==> config.mk <==
export PLATFORM = sky130hd
export DESIGN_NAME = lfsr_victim_sel_flat
export DESIGN_NICKNAME = d
export VERILOG_FILES = /design/src/rtl/lfsr_victim_sel_if.sv /design/src/rtl/lfsr_victim_sel.sv /design/src/flat_wrapper.sv
export SDC_FILE = /design/constraint.sdc
export NUM_CORES = 1
export LEC_CHECK = 0
export ABC_AREA = 1
export CORE_UTILIZATION = 51
export CTS_BUF_LIST = sky130_fd_sc_hd__clkbuf_4 sky130_fd_sc_hd__clkbuf_8 sky130_fd_sc_hd__clkbuf_16
export CTS_CLUSTER_SIZE = 28
export DETAILED_ROUTE_END_ITERATION = 10
export HOLD_SLACK_MARGIN = 0.06
export PLACE_DENSITY_LB_ADDON = 0.12
export SLEW_MARGIN = 15
export SYNTH_ARGS = -nofsm -noshare
export SYNTH_HDL_FRONTEND = slang
export SYNTH_SLANG_ARGS = --single-unit
export TNS_END_PERCENT = 5
==> constraint.sdc <==
create_clock -name clk -period 2.7 [get_ports clk]
set_input_delay 0.675 -clock clk [delete_from_list [all_inputs] [get_ports clk]]
set_output_delay 0.675 -clock clk [all_outputs]
set_load 0.02 [all_outputs]
==> src/rtl/lfsr_victim_sel_if.sv <==
// ---------------------------------------------------------------------------
// lfsr_victim_sel_if
// Request/response bundle between a cache tag pipeline (master) and the
// LFSR victim selector (slave). WAYS must match the selector's WAYS.
// ---------------------------------------------------------------------------
interface lfsr_victim_sel_if #(
  parameter int WAYS = 4
);
  localparam int WAY_W = $clog2(WAYS);

  logic             req_valid;
  logic             req_ready;
  logic [WAYS-1:0]  valid_mask;
  logic [WAYS-1:0]  lock_mask;
  logic             resp_valid;
  logic             resp_ready;
  logic [WAY_W-1:0] victim_way;
  logic             resp_none;

  // Requester side: issues lookups, consumes victim results.
  modport master (
    output req_valid, valid_mask, lock_mask, resp_ready,
    input  req_ready, resp_valid, victim_way, resp_none
  );

  // Selector side.
  modport slave (
    input  req_valid, valid_mask, lock_mask, resp_ready,
    output req_ready, resp_valid, victim_way, resp_none
  );
endinterface

==> src/rtl/lfsr_victim_sel.sv <==
// ---------------------------------------------------------------------------
// lfsr_victim_sel
// Cache replacement victim selector. Prefers an invalid unlocked way, else
// draws pseudo-random ways from an 8-bit LFSR (x^8+x^6+x^5+x^4+1, right
// shift, seed 8'h42), retrying on locked ways up to MAX_RETRY draws before
// falling back to the lowest unlocked way.
//
// Optional build macro VSEL_PERF_CNT_EN adds saturating 16-bit counters of
// random-draw and fallback decisions (fallback_cnt, random_cnt).
// ---------------------------------------------------------------------------
module lfsr_victim_sel #(
  parameter  int WAYS      = 4,
  parameter  int MAX_RETRY = 3,
  localparam int WAY_W     = $clog2(WAYS)
) (
  input  logic clk,
  input  logic rst_aL,
  input  logic init,
`ifdef VSEL_PERF_CNT_EN
  output logic [15:0] fallback_cnt,
  output logic [15:0] random_cnt,
`endif
  lfsr_victim_sel_if.slave bus
);

  typedef enum logic [1:0] {
    ST_IDLE = 2'd0,
    ST_EVAL = 2'd1,
    ST_RESP = 2'd2
  } state_e;

  localparam logic [7:0] LFSR_SEED = 8'h42;
  localparam logic [3:0] RETRY_LAST = 4'(MAX_RETRY - 1);

  state_e           state_q,  state_d;
  logic [7:0]       lfsr_q,   lfsr_d;
  logic [3:0]       retry_q,  retry_d;
  logic [WAYS-1:0]  valid_q,  valid_d;
  logic [WAYS-1:0]  lock_q,   lock_d;
  logic [WAY_W-1:0] victim_q, victim_d;
  logic             none_q,   none_d;
`ifdef VSEL_PERF_CNT_EN
  logic [15:0]      fall_cnt_q, fall_cnt_d;
  logic [15:0]      rand_cnt_q, rand_cnt_d;
`endif

  logic [7:0]       lfsr_next;
  logic [WAY_W-1:0] draw;
  logic             free_any;
  logic [WAY_W-1:0] free_idx;
  logic [WAY_W-1:0] unlocked_idx;

  // LFSR step and the draw taken from the pre-advance value.
  assign lfsr_next = {lfsr_q[7] ^ lfsr_q[5] ^ lfsr_q[4] ^ lfsr_q[3], lfsr_q[7:1]};
  assign draw      = lfsr_q[WAY_W-1:0];

  // Priority encoders: lowest invalid+unlocked way and lowest unlocked way.
  always_comb begin
    free_any     = 1'b0;
    free_idx     = '0;
    unlocked_idx = '0;
    // Scan high to low so the lowest matching index is written last.
    for (int i = WAYS - 1; i >= 0; i--) begin
      if (!valid_q[i] && !lock_q[i]) begin
        free_any = 1'b1;
        free_idx = WAY_W'(i);
      end
      if (!lock_q[i]) begin
        unlocked_idx = WAY_W'(i);
      end
    end
  end

  // Next-state and datapath decisions for the IDLE/EVAL/RESP controller.
  always_comb begin
    // NOTE: every variable gets a hold default first, so no path through the
    // case statement leaves one unassigned and infers a latch.
    state_d  = state_q;
    lfsr_d   = lfsr_q;
    retry_d  = retry_q;
    valid_d  = valid_q;
    lock_d   = lock_q;
    victim_d = victim_q;
    none_d   = none_q;
`ifdef VSEL_PERF_CNT_EN
    fall_cnt_d = fall_cnt_q;
    rand_cnt_d = rand_cnt_q;
`endif

    unique case (state_q)
      ST_IDLE: begin
        if (bus.req_valid) begin
          valid_d = bus.valid_mask;
          lock_d  = bus.lock_mask;
          retry_d = '0;
          state_d = ST_EVAL;
        end
      end

      ST_EVAL: begin
        // One draw is consumed per EVAL cycle regardless of which rule fires.
        lfsr_d = lfsr_next;
        if (&lock_q) begin
          none_d   = 1'b1;
          victim_d = '0;
          state_d  = ST_RESP;
        end else if (free_any) begin
          none_d   = 1'b0;
          victim_d = free_idx;
          state_d  = ST_RESP;
        end else if (!lock_q[draw]) begin
          none_d   = 1'b0;
          victim_d = draw;
          state_d  = ST_RESP;
`ifdef VSEL_PERF_CNT_EN
          if (rand_cnt_q != 16'hFFFF) rand_cnt_d = rand_cnt_q + 16'd1;
`endif
        end else if (retry_q == RETRY_LAST) begin
          none_d   = 1'b0;
          victim_d = unlocked_idx;
          state_d  = ST_RESP;
`ifdef VSEL_PERF_CNT_EN
          if (fall_cnt_q != 16'hFFFF) fall_cnt_d = fall_cnt_q + 16'd1;
`endif
        end else begin
          retry_d = retry_q + 4'd1;
        end
      end

      ST_RESP: begin
        if (bus.resp_ready) state_d = ST_IDLE;
      end

      default: state_d = ST_IDLE;
    endcase

    // Synchronous re-initialise overrides everything with the reset image.
    if (init) begin
      state_d  = ST_IDLE;
      lfsr_d   = LFSR_SEED;
      retry_d  = '0;
      valid_d  = '0;
      lock_d   = '0;
      victim_d = '0;
      none_d   = 1'b0;
`ifdef VSEL_PERF_CNT_EN
      fall_cnt_d = '0;
      rand_cnt_d = '0;
`endif
    end
  end

  // State and datapath registers with asynchronous reset to the seed image.
  always_ff @(posedge clk or negedge rst_aL) begin
    // NOTE: registers use non-blocking assignments so every flop samples the
    // pre-edge values and simulation order cannot change the result.
    if (!rst_aL) begin
      state_q  <= ST_IDLE;
      lfsr_q   <= LFSR_SEED;
      retry_q  <= '0;
      valid_q  <= '0;
      lock_q   <= '0;
      victim_q <= '0;
      none_q   <= 1'b0;
`ifdef VSEL_PERF_CNT_EN
      fall_cnt_q <= '0;
      rand_cnt_q <= '0;
`endif
    end else begin
      state_q  <= state_d;
      lfsr_q   <= lfsr_d;
      retry_q  <= retry_d;
      valid_q  <= valid_d;
      lock_q   <= lock_d;
      victim_q <= victim_d;
      none_q   <= none_d;
`ifdef VSEL_PERF_CNT_EN
      fall_cnt_q <= fall_cnt_d;
      rand_cnt_q <= rand_cnt_d;
`endif
    end
  end

  // Outputs are direct decodes of registered state.
  assign bus.req_ready  = (state_q == ST_IDLE);
  assign bus.resp_valid = (state_q == ST_RESP);
  assign bus.victim_way = victim_q;
  assign bus.resp_none  = none_q;
`ifdef VSEL_PERF_CNT_EN
  assign fallback_cnt = fall_cnt_q;
  assign random_cnt   = rand_cnt_q;
`endif

endmodule

==> src/flat_wrapper.sv <==
// flat-port wrapper written by rule: the top's interface ports become plain ports
module lfsr_victim_sel_flat 
#(
  parameter  int WAYS      = 4,
  parameter  int MAX_RETRY = 3,
  localparam int WAY_W     = $clog2(WAYS)
)
  (clk, rst_aL, init, bus_req_valid, bus_valid_mask, bus_lock_mask, bus_resp_ready, bus_req_ready, bus_resp_valid, bus_victim_way, bus_resp_none);
  lfsr_victim_sel_if #(.WAYS(WAYS)) bus_i ();
  input  logic clk;
  input  logic rst_aL;
  input  logic init;
  input wire logic [$bits(bus_i.req_valid)-1:0] bus_req_valid;
  input wire logic [$bits(bus_i.valid_mask)-1:0] bus_valid_mask;
  input wire logic [$bits(bus_i.lock_mask)-1:0] bus_lock_mask;
  input wire logic [$bits(bus_i.resp_ready)-1:0] bus_resp_ready;
  output wire logic [$bits(bus_i.req_ready)-1:0] bus_req_ready;
  output wire logic [$bits(bus_i.resp_valid)-1:0] bus_resp_valid;
  output wire logic [$bits(bus_i.victim_way)-1:0] bus_victim_way;
  output wire logic [$bits(bus_i.resp_none)-1:0] bus_resp_none;
  assign bus_i.req_valid = bus_req_valid;
  assign bus_i.valid_mask = bus_valid_mask;
  assign bus_i.lock_mask = bus_lock_mask;
  assign bus_i.resp_ready = bus_resp_ready;
  assign bus_req_ready = bus_i.req_ready;
  assign bus_resp_valid = bus_i.resp_valid;
  assign bus_victim_way = bus_i.victim_way;
  assign bus_resp_none = bus_i.resp_none;
  lfsr_victim_sel #(.WAYS(WAYS), .MAX_RETRY(MAX_RETRY)) u_core (.clk(clk), .rst_aL(rst_aL), .init(init), .bus(bus_i));
endmodule
=== Yosys cells after proc, flatten, opt, wreduce, memory -nomap -nowiden ===
Cells that the tools add are included.

* $add $sub $neg: 1
* Magnitude comparators: 1
* Equality and inequality tests: 11
* Muxes and demuxes: 49
* Bitwise logic cells: 3
* Reduce and logical (&&, ||, !) cells: 22

{| class="wikitable"
|+ Operator list
! kind !! number
|-
| $mux W4 || 12
|-
| $mux W2 || 21
|-
| $mux W8 || 2
|-
| $ne A3 B3 Y1 const B || 5
|-
| $mux W1 || 11
|-
| $logic_not A1 Y1 || 8
|-
| $pmux W4 S2 || 1
|-
| $ne A6 B4 Y1 const B || 1
|-
| $pmux W2 S3 || 1
|-
| $reduce_and A6 Y1 || 1
|-
| $reduce_bool A2 Y1 || 3
|-
| $ne A5 B3 Y1 const B || 1
|-
| $add A4 B1 Y4 const B || 1
|-
| $eq A4 B2 Y1 const B || 1
|-
| $logic_and A1 B1 Y1 || 4
|-
| $reduce_and A2 Y1 || 2
|-
| $reduce_and A4 Y1 || 1
|-
| $lt A2 B3 Y1 const B || 1
|-
| $ne A3 B2 Y1 const B || 1
|-
| $reduce_and A3 Y1 || 1
|-
| $reduce_bool A3 Y1 || 1
|-
| $xor A1 B1 Y1 || 3
|-
| $bmux W1 S2 || 1
|-
| $eq A2 B1 Y1 const B || 1
|-
| 2 further kinds || 2
|}

* Register bits: 25
* Input port bits: 13
* Output and inout bits: 5

=== Longest topological paths before layout ===
Gate-level depths: netlist of the first run.

* Word-level depth: 10
* Depth in mapped cells: 10
* Mapped depth without buffers: 10

=== Worst setup path after synthesis of the first run ===
OpenSTA, ideal clock, no wires.

* Path type: input to register
* Start: input port init
* End: register u_core.victim_q[1], in the netlist u_core.bus.victim_way[1]
* Data arrival time: 1.335 ns
* Slack: 1.247 ns
* Stages: 6
* Path through: buf_4 -> clkinv_1 -> nand3_1 -> nand2_1 -> nand2_1 -> nand2_1

* Longest elaborated chain between the ends: 2
* Elaborated cells between the ends (all ways): 4
* Classes of those cells: eq/ne: 1; mux: 1; reduce/logical: 2

{| class="wikitable"
|+ Ends and longest elaborated chain
! item !! line !! RTL
|-
| start, declared || flat_wrapper.sv:12 || <nowiki>input logic init;</nowiki>
|-
| $ne A5 B3 Y1 (no source line) or $reduce_bool A2 Y1 (tied branches) || -- ||
|-
| $reduce_and A2 Y1 (no source line) || -- ||
|-
| end signal, assigned || lfsr_victim_sel.sv:175 || <nowiki>victim_q <= victim_d;</nowiki>
|-
| end, declared || lfsr_victim_sel.sv:40 || <nowiki>logic [WAY_W-1:0] victim_q, victim_d;</nowiki>
|}

Parallel ways exist; a longest one is shown, timed or not.
A chain may end at the register's enable or synchronous reset.

=== Worst setup path in the final report of the first run ===
* Start: register u_core.state_q[0]
* End: output port bus_req_ready

* Longest elaborated chain between the ends: 1

{| class="wikitable"
|+ Ends and longest elaborated chain
! item !! line !! RTL
|-
| start, declared || lfsr_victim_sel.sv:35 || <nowiki>state_e state_q, state_d;</nowiki>
|-
| start signal, assigned || lfsr_victim_sel.sv:170 || <nowiki>state_q <= state_d;</nowiki>
|-
| $logic_not A2 Y1 || lfsr_victim_sel.sv:185 || <nowiki>assign bus.req_ready = (state_q == ST_IDLE);</nowiki>
|-
| end, declared || flat_wrapper.sv:17 || <nowiki>output wire logic [$bits(bus_i.req_ready)-1:0] bus_req_ready;</nowiki>
|}

Every way passes these cells.

==> results of run 1 <==
==> power by group <==
group / internal [µW] / switching [µW] / total (µW)
registers: 392 / 13.0 / 405
logic: 50.1 / 77.7 / 128
clock network: 56.7 / 121 / 178
==> Yosys cell counts (2+ instances only) <==
| cell type | instances | area (µm²) |
|---|---|---|
| inv_1 | 19 | 71.32 |
| ha_1 | 2 | 25.02 |
| o22ai_1 | 6 | 37.54 |
| nand2_2 | 4 | 25.02 |
| nor3_1 | 2 | 10.01 |
| nand2_1 | 42 | 157.7 |
| nand3_1 | 18 | 90.09 |
| nor2_2 | 4 | 25.02 |
| a22oi_1 | 2 | 15.01 |
| a21oi_1 | 5 | 25.02 |
| o21ai_0 | 6 | 30.03 |
| inv_2 | 5 | 18.77 |
| xnor2_1 | 3 | 26.28 |
| dfrtp_1 | 23 | 575.6 |
| dfstp_2 | 2 | 52.55 |
| nor2_1 | 7 | 26.28 |
==> sequential cells by signal, indices dropped and copies added (netlist names) <==
register / count
u_core.valid_q: 4
u_core.bus.victim_way: 2
u_core.state_q: 2
u_core.lfsr_q: 8
u_core.bus.resp_none: 1
u_core.lock_q: 4
u_core.retry_q: 4
==> worst max-delay path, cell delays in order (launching register included) <==
cell and delay, ps:
dfrtp_1 460, nor2_2 170, clkdlybuf4s50_1 630
==> metrics by stage <==
stage | cell area, µm² | total power [µW] | util | cells | hold slack [ps]
2_1_floorplan | 1316 | 488.8 | - | 162 | 379.4
3_3_place_gp | 1531 | 536.0 | 0.6239 | 210 | 457.4
3_5_place_dp | 1531 | 540.0 | 0.6239 | 210 | 473.5
4_1_cts | 1562 | 718.0 | 0.6361 | 214 | 510.2
5_1_grt | 1562 | 745.7 | 0.6361 | 214 | 520.2
6_report | 1562 | 710.6 | 0.6361 | 214 | 502.1
==> worst max-delay path by stage <==
stage	from	end	depth (start not counted)
after floorplan	init	u_core.bus.victim_way[1]	6
after global placement	init	u_core.retry_q[2]	7
after detailed placement	init	u_core.retry_q[0]	7
after CTS	u_core.state_q[0]	bus_req_ready	2
after global routing	u_core.state_q[0]	bus_req_ready	2
final	u_core.state_q[0]	bus_req_ready	2
==> cell type report <==
type,count,area [µm²],area share
well taps,30,37.54,0.02404
repair buffers,19,185.2,0.1186
multi-input cells,111,586.8,0.3758
clock inverters,1,7.507,0.004808
clock buffers,3,22.52,0.01442
inverters,25,93.84,0.06010
flip-flops and latches,25,628.1,0.4022
==> layer usage <==
| metal | up-vias | share of wire | global-route usage |
|---|---|---|---|
| li1 | 567 | - | - |
| met1 | 526 | 0.48 | 0.2896 |
| met2 | 27 | 0.47 | 0.3565 |
| met3 | 5 | 0.035 | 0.03768 |
| met4 | 0 | 0.012 | 0.07018 |
| met5 | - | 0 | 0 |
==> cells in the final DEF (no fill, tap or decap), types with 5 or more instances in the layout <==
master and n:
nand2_1 42, nor2_1 7, a21oi_1 5, inv_1 19
o21ai_0 6, dfrtp_1 23, o22ai_1 6, clkdlybuf4s50_1 17
inv_2 5, nand3_1 18
==> cell families (layout without fill, tap and decap cells) <==
family          Yosys count  count (layout)  share of synthesized area
compound gates           21              21                    0.09220
xor+xnor                  4               4                    0.02662
fa+ha+maj                 2               2                    0.01901
buf+inv                  26              48                    0.07700
flops                    25              25                     0.4772
simple gates             84              84                     0.3080
==> flow_metrics.env, run 1 <==
export IMPL_path_max_fanout=4
export IMPL_die_area_um2=2788
export IMPL_cts_clk_slew_worst_paths_ps=150
export IMPL_hold_path_endpoint="u_core.bus.victim_way[1]"
export IMPL_cts_max_path_buffers=2
export IMPL_gp_congestion=0.8004
export IMPL_preCtsSetupSlack_ps=647.8
export IMPL_synth_ff_type="dfrtp_1"
export IMPL_start_util=0.5362
export IMPL_grt_first_pass_wirelength_um=4450
export IMPL_ir_drop_mv=0.3708
export IMPL_area_growth_pct=18.63
export IMPL_yosysWarnings=0
export IMPL_synth_seq_cells=25
export IMPL_final_layout_size_suffix_gt1_frac=0.1359
export IMPL_drtAntennaViolNets=0
export IMPL_wl_per_cell_um=12.44
export IMPL_place_hpwl_um=2025
export IMPL_hold_depth=2
export IMPL_drt_first_pass_iters=4
export IMPL_finish_net_count=200
export IMPL_post_cts_buffers=0
export IMPL_worst_pin_slew_ps=331.3
export IMPL_yosys_cell_types_count=28
export IMPL_min_from="u_core.bus.victim_way[1]"
export IMPL_setup_slack_ps=437.6
export IMPL_required_ps=2030
export IMPL_syn_inst=162
export IMPL_finalSetupTns_ps=0
export IMPL_setup_viol=0
export IMPL_core_area_um2=2455
export IMPL_syn_area_um2=1316
export IMPL_r2r_end="u_core.retry_q[0]"
export IMPL_portBuffers=17
export IMPL_outcome="complete, no violations"
export IMPL_cts_made_buffers=3
export IMPL_slew_viol_final=0
export IMPL_dr_total_vias=1125
export IMPL_syn_nets=177
export IMPL_rsz0062_at_grt="no"
export IMPL_root_buffer="clkbuf_4"
export IMPL_period_share=0.8379
export IMPL_cts_max_level=1
export IMPL_post_drt_via_cell_ratio=5.257
export IMPL_setup_worst_path_start_class="flop"
export IMPL_fin_crit_ps=2262
export IMPL_grt_usage=0.2182
export IMPL_die_h_um=52.80
export IMPL_arrival_ps=1590
export IMPL_postCtsHoldBufs=0
export IMPL_async_flop_share=1.000
export IMPL_relSlewSlack=0.7791
export IMPL_drtIter0Drc=15
export IMPL_grt_max_degree=26
export IMPL_r2r_setup_slack_ps=1210
export IMPL_cts_tree="yes"
export IMPL_overflow=0
export IMPL_finalHoldViolCount=0
export IMPL_ios=18
export IMPL_synth_edf_count=0
export IMPL_antennaDiodeCount=0
export IMPL_antenna_found_initial=0
export IMPL_rr_worst_depth=10
export IMPL_synth_seq_area_share=0.4772
export IMPL_worst_setup_path_type="reg -> out"
export IMPL_wl_um=2663
export IMPL_worst_skew_pair_late_latency_ps=330
export IMPL_cts_repair_resized=0
export IMPL_skew_ps=5.032
export IMPL_drc=0
export IMPL_row_count=18
export IMPL_reg2reg_from="u_core.retry_q[0]"
export IMPL_dieWidth_um=52.80
export IMPL_cts_num_sinks=25
export IMPL_end_kind="output pin"
export IMPL_synth_area_per_cell_um2=8.125
export IMPL_p_leak_uw=0.0007709
export IMPL_grt_pass1_vias=1041
export IMPL_max_cap_violations=0
export IMPL_hold_path_class="reg -> reg"
export IMPL_power_per_cell_area_nw_per_um2=455.1
export IMPL_final_fill_count=232
export IMPL_fmaxAchievable_ghz=0.4420
(Power assumes the default switching activity.)
==> inputs of run 2 (changes only) <==
--- a/config.mk
+++ b/config.mk
@@ -6,7 +6,7 @@
 export NUM_CORES = 1
 export LEC_CHECK = 0
 export ABC_AREA = 1
-export CORE_UTILIZATION = 51
+export CORE_UTILIZATION = 48
 export CTS_BUF_LIST = sky130_fd_sc_hd__clkbuf_4 sky130_fd_sc_hd__clkbuf_8 sky130_fd_sc_hd__clkbuf_16
 export CTS_CLUSTER_SIZE = 28
 export DETAILED_ROUTE_END_ITERATION = 10
==> constraint.sdc (replaced) <==
create_clock -name clk -period 1.8 [get_ports clk]
set_input_delay 0.45 -clock clk [delete_from_list [all_inputs] [get_ports clk]]
set_output_delay 0.45 -clock clk [all_outputs]
set_load 0.02 [all_outputs]
==> flow_metrics.env, run 2 (synthesis gave the netlist of run 1 again) <==
export IMPL_grt_first_pass_wirelength_um=4450
export IMPL_power_per_cell_area_nw_per_um2=678.8
export IMPL_die_area_um2=2956
export IMPL_root_buffer="clkbuf_4"
export IMPL_grt_pass1_vias=1012
export IMPL_cp_cell_sequence="clkdlybuf4s50_1"
export IMPL_antenna_found_initial=0
export IMPL_final_common_cell="nand2_1"
export IMPL_arrival_ps=1310
export IMPL_row_count=18
export IMPL_wl_per_cell_um=12.26
export IMPL_end_kind="output pin"
export IMPL_skew_ps=15.61
export IMPL_cts_clk_slew_worst_paths_ps=140
export IMPL_wl_met3_um=103
export IMPL_grt_max_degree=26
export IMPL_post_cts_buffers=0
export IMPL_slowest_stage="clkdlybuf4s50_1"
export IMPL_area_growth_pct=19.30
export IMPL_drtIter0Drc=37
export IMPL_cts_made_buffers=3
export IMPL_rr_worst_depth=10
export IMPL_hold_path_class="in -> async"
export IMPL_finalSetupTns_ps=0
export IMPL_path_delay_family="buffers and inverters"
export IMPL_final_area_um2=1570
export IMPL_slew_viol_final=0
export IMPL_worst_path_buf_inv=1
export IMPL_setup_viol=0
export IMPL_relSlewSlack=0.7796
export IMPL_worst_setup_path_type="reg -> out"
export IMPL_gp_congestion=0.8515
export IMPL_core_area_um2=2545
export IMPL_cts_max_level=1
export IMPL_final_layout_size_suffix_gt1_frac=0.1505
export IMPL_post_drt_via_cell_ratio=5.139
export IMPL_finalHoldViolCount=0
export IMPL_r2r_end="u_core.retry_q[2]"
export IMPL_setup_worst_path_start_class="flop"
export IMPL_regMostFlops="u_core.lfsr_q"
export IMPL_top_layer="met4"
export IMPL_worst_skew_pair_late_latency_ps=320
export IMPL_grt_usage=0.2101
export IMPL_regArea_um2=628.1
export IMPL_critPathMaxStageDelay_ps=600
export IMPL_outcome="complete, no violations"
export IMPL_finish_net_count=202
export IMPL_most_common_layout_cells="nand2_1 (42), dfrtp_1 (23), inv_1 (19)"
export IMPL_wl_um=2649
export IMPL_reg2reg_from="u_core.retry_q[0]"
export IMPL_rsz0062_at_grt="no"
export IMPL_cts_max_path_buffers=2
export IMPL_dieWidth_um=54.37
export IMPL_antennaDiodeCount=0
export IMPL_ir_drop_mv=0.4964
export IMPL_met1_length_um=1318
export IMPL_drt_first_pass_iters=4
export IMPL_drtAntennaViolNets=0
export IMPL_start_util=0.5172
export IMPL_die_h_um=54.37
export IMPL_portBuffers=17
export IMPL_ios=18
export IMPL_overflow=0
export IMPL_dpl_cell_area_um2=1546
export IMPL_required_ps=1350
export IMPL_drc=0
export IMPL_largest_reg_flops=8
export IMPL_power_uw=1066
export IMPL_dr_total_vias=1110
export IMPL_worst_pin_slew_ps=330.6
export IMPL_period_share=0.9791
export IMPL_final_fill_count=234
export IMPL_wl_met2_um=1188
export IMPL_path_max_fanout=2
export IMPL_multi_input_area_um2=586.8
export IMPL_p_leak_uw=0.0007885
export IMPL_max_cap_violations=0
export IMPL_cts_tree="yes"
export IMPL_fmaxAchievable_ghz=0.5674
export IMPL_cts_num_sinks=25
export IMPL_fin_crit_ps=1762
export IMPL_r2r_setup_slack_ps=330
export IMPL_place_hpwl_um=2035
-- run 2: changes by cell type in the layout (fill, tap and decap cells not counted) --
cell / previous run / this run
dlygate4sd2_1: 0 / 1
buf_4: 2 / 4
clkinvlp_4: 1 / 0
clkbuf_4: 3 / 4
clkbuf_2: 0 / 1
clkdlybuf4s50_1: 17 / 15
-- run 2: layer usage --
layer / up-vias / GRT usage
met3: 5 / 0.02778
met5: - / 0
li1: 568 / -
met2: 25 / 0.3272
met4: 0 / 0.07692
met1: 512 / 0.2945
-- run 2: through the flow --
step	worst slack (ps)	hold slack (ps)	utilization	instances
finish	37.65	468.4	0.6170	216
global route	4.023	519.7	0.6170	216
CTS	1.434	476.8	0.6185	216
detailed placement	-9.559	482.3	0.6077	212
global placement	50.37	458.3	0.6077	212
floorplan	494.0	154.4	-	162
-- run 2: final cells by class --
class / instances / share of cell area
Sequential cell: 25 / 0.4000
Multi-Input combinational cell: 111 / 0.3737
Timing Repair Buffer: 21 / 0.1235
Inverter: 25 / 0.05976
Tap cell: 30 / 0.02390
Clock buffer: 4 / 0.01912
-- run 2: report_power, final --
| group | switching, µW | internal, µW |
|---|---|---|
| Combinational | 117 | 74.5 |
| Sequential | 19.8 | 588 |
| Clock | 165 | 102 |
| Total | 301 | 764 |
-- run 2: how the worst max path moves through the flow --
stage	from	to	slack, ps	depth (start not counted)
5_1_grt	u_core.bus.resp_none	bus_resp_none	4	1
3_5_place_dp	init	u_core.lfsr_q[3]	-10	6
3_3_place_gp	init	u_core.retry_q[1]	50	6
2_1_floorplan	u_core.retry_q[0]	u_core.retry_q[0]	490	10
4_1_cts	u_core.state_q[0]	bus_req_ready	1	2
6_report	u_core.bus.victim_way[0]	bus_victim_way[0]	40	1
-- run 2: timing repair --
action                     CTS  global route
resized for setup            2             2
pin swaps                    0             0
hold buffers                 0             0
setup endpoints to repair    2             1
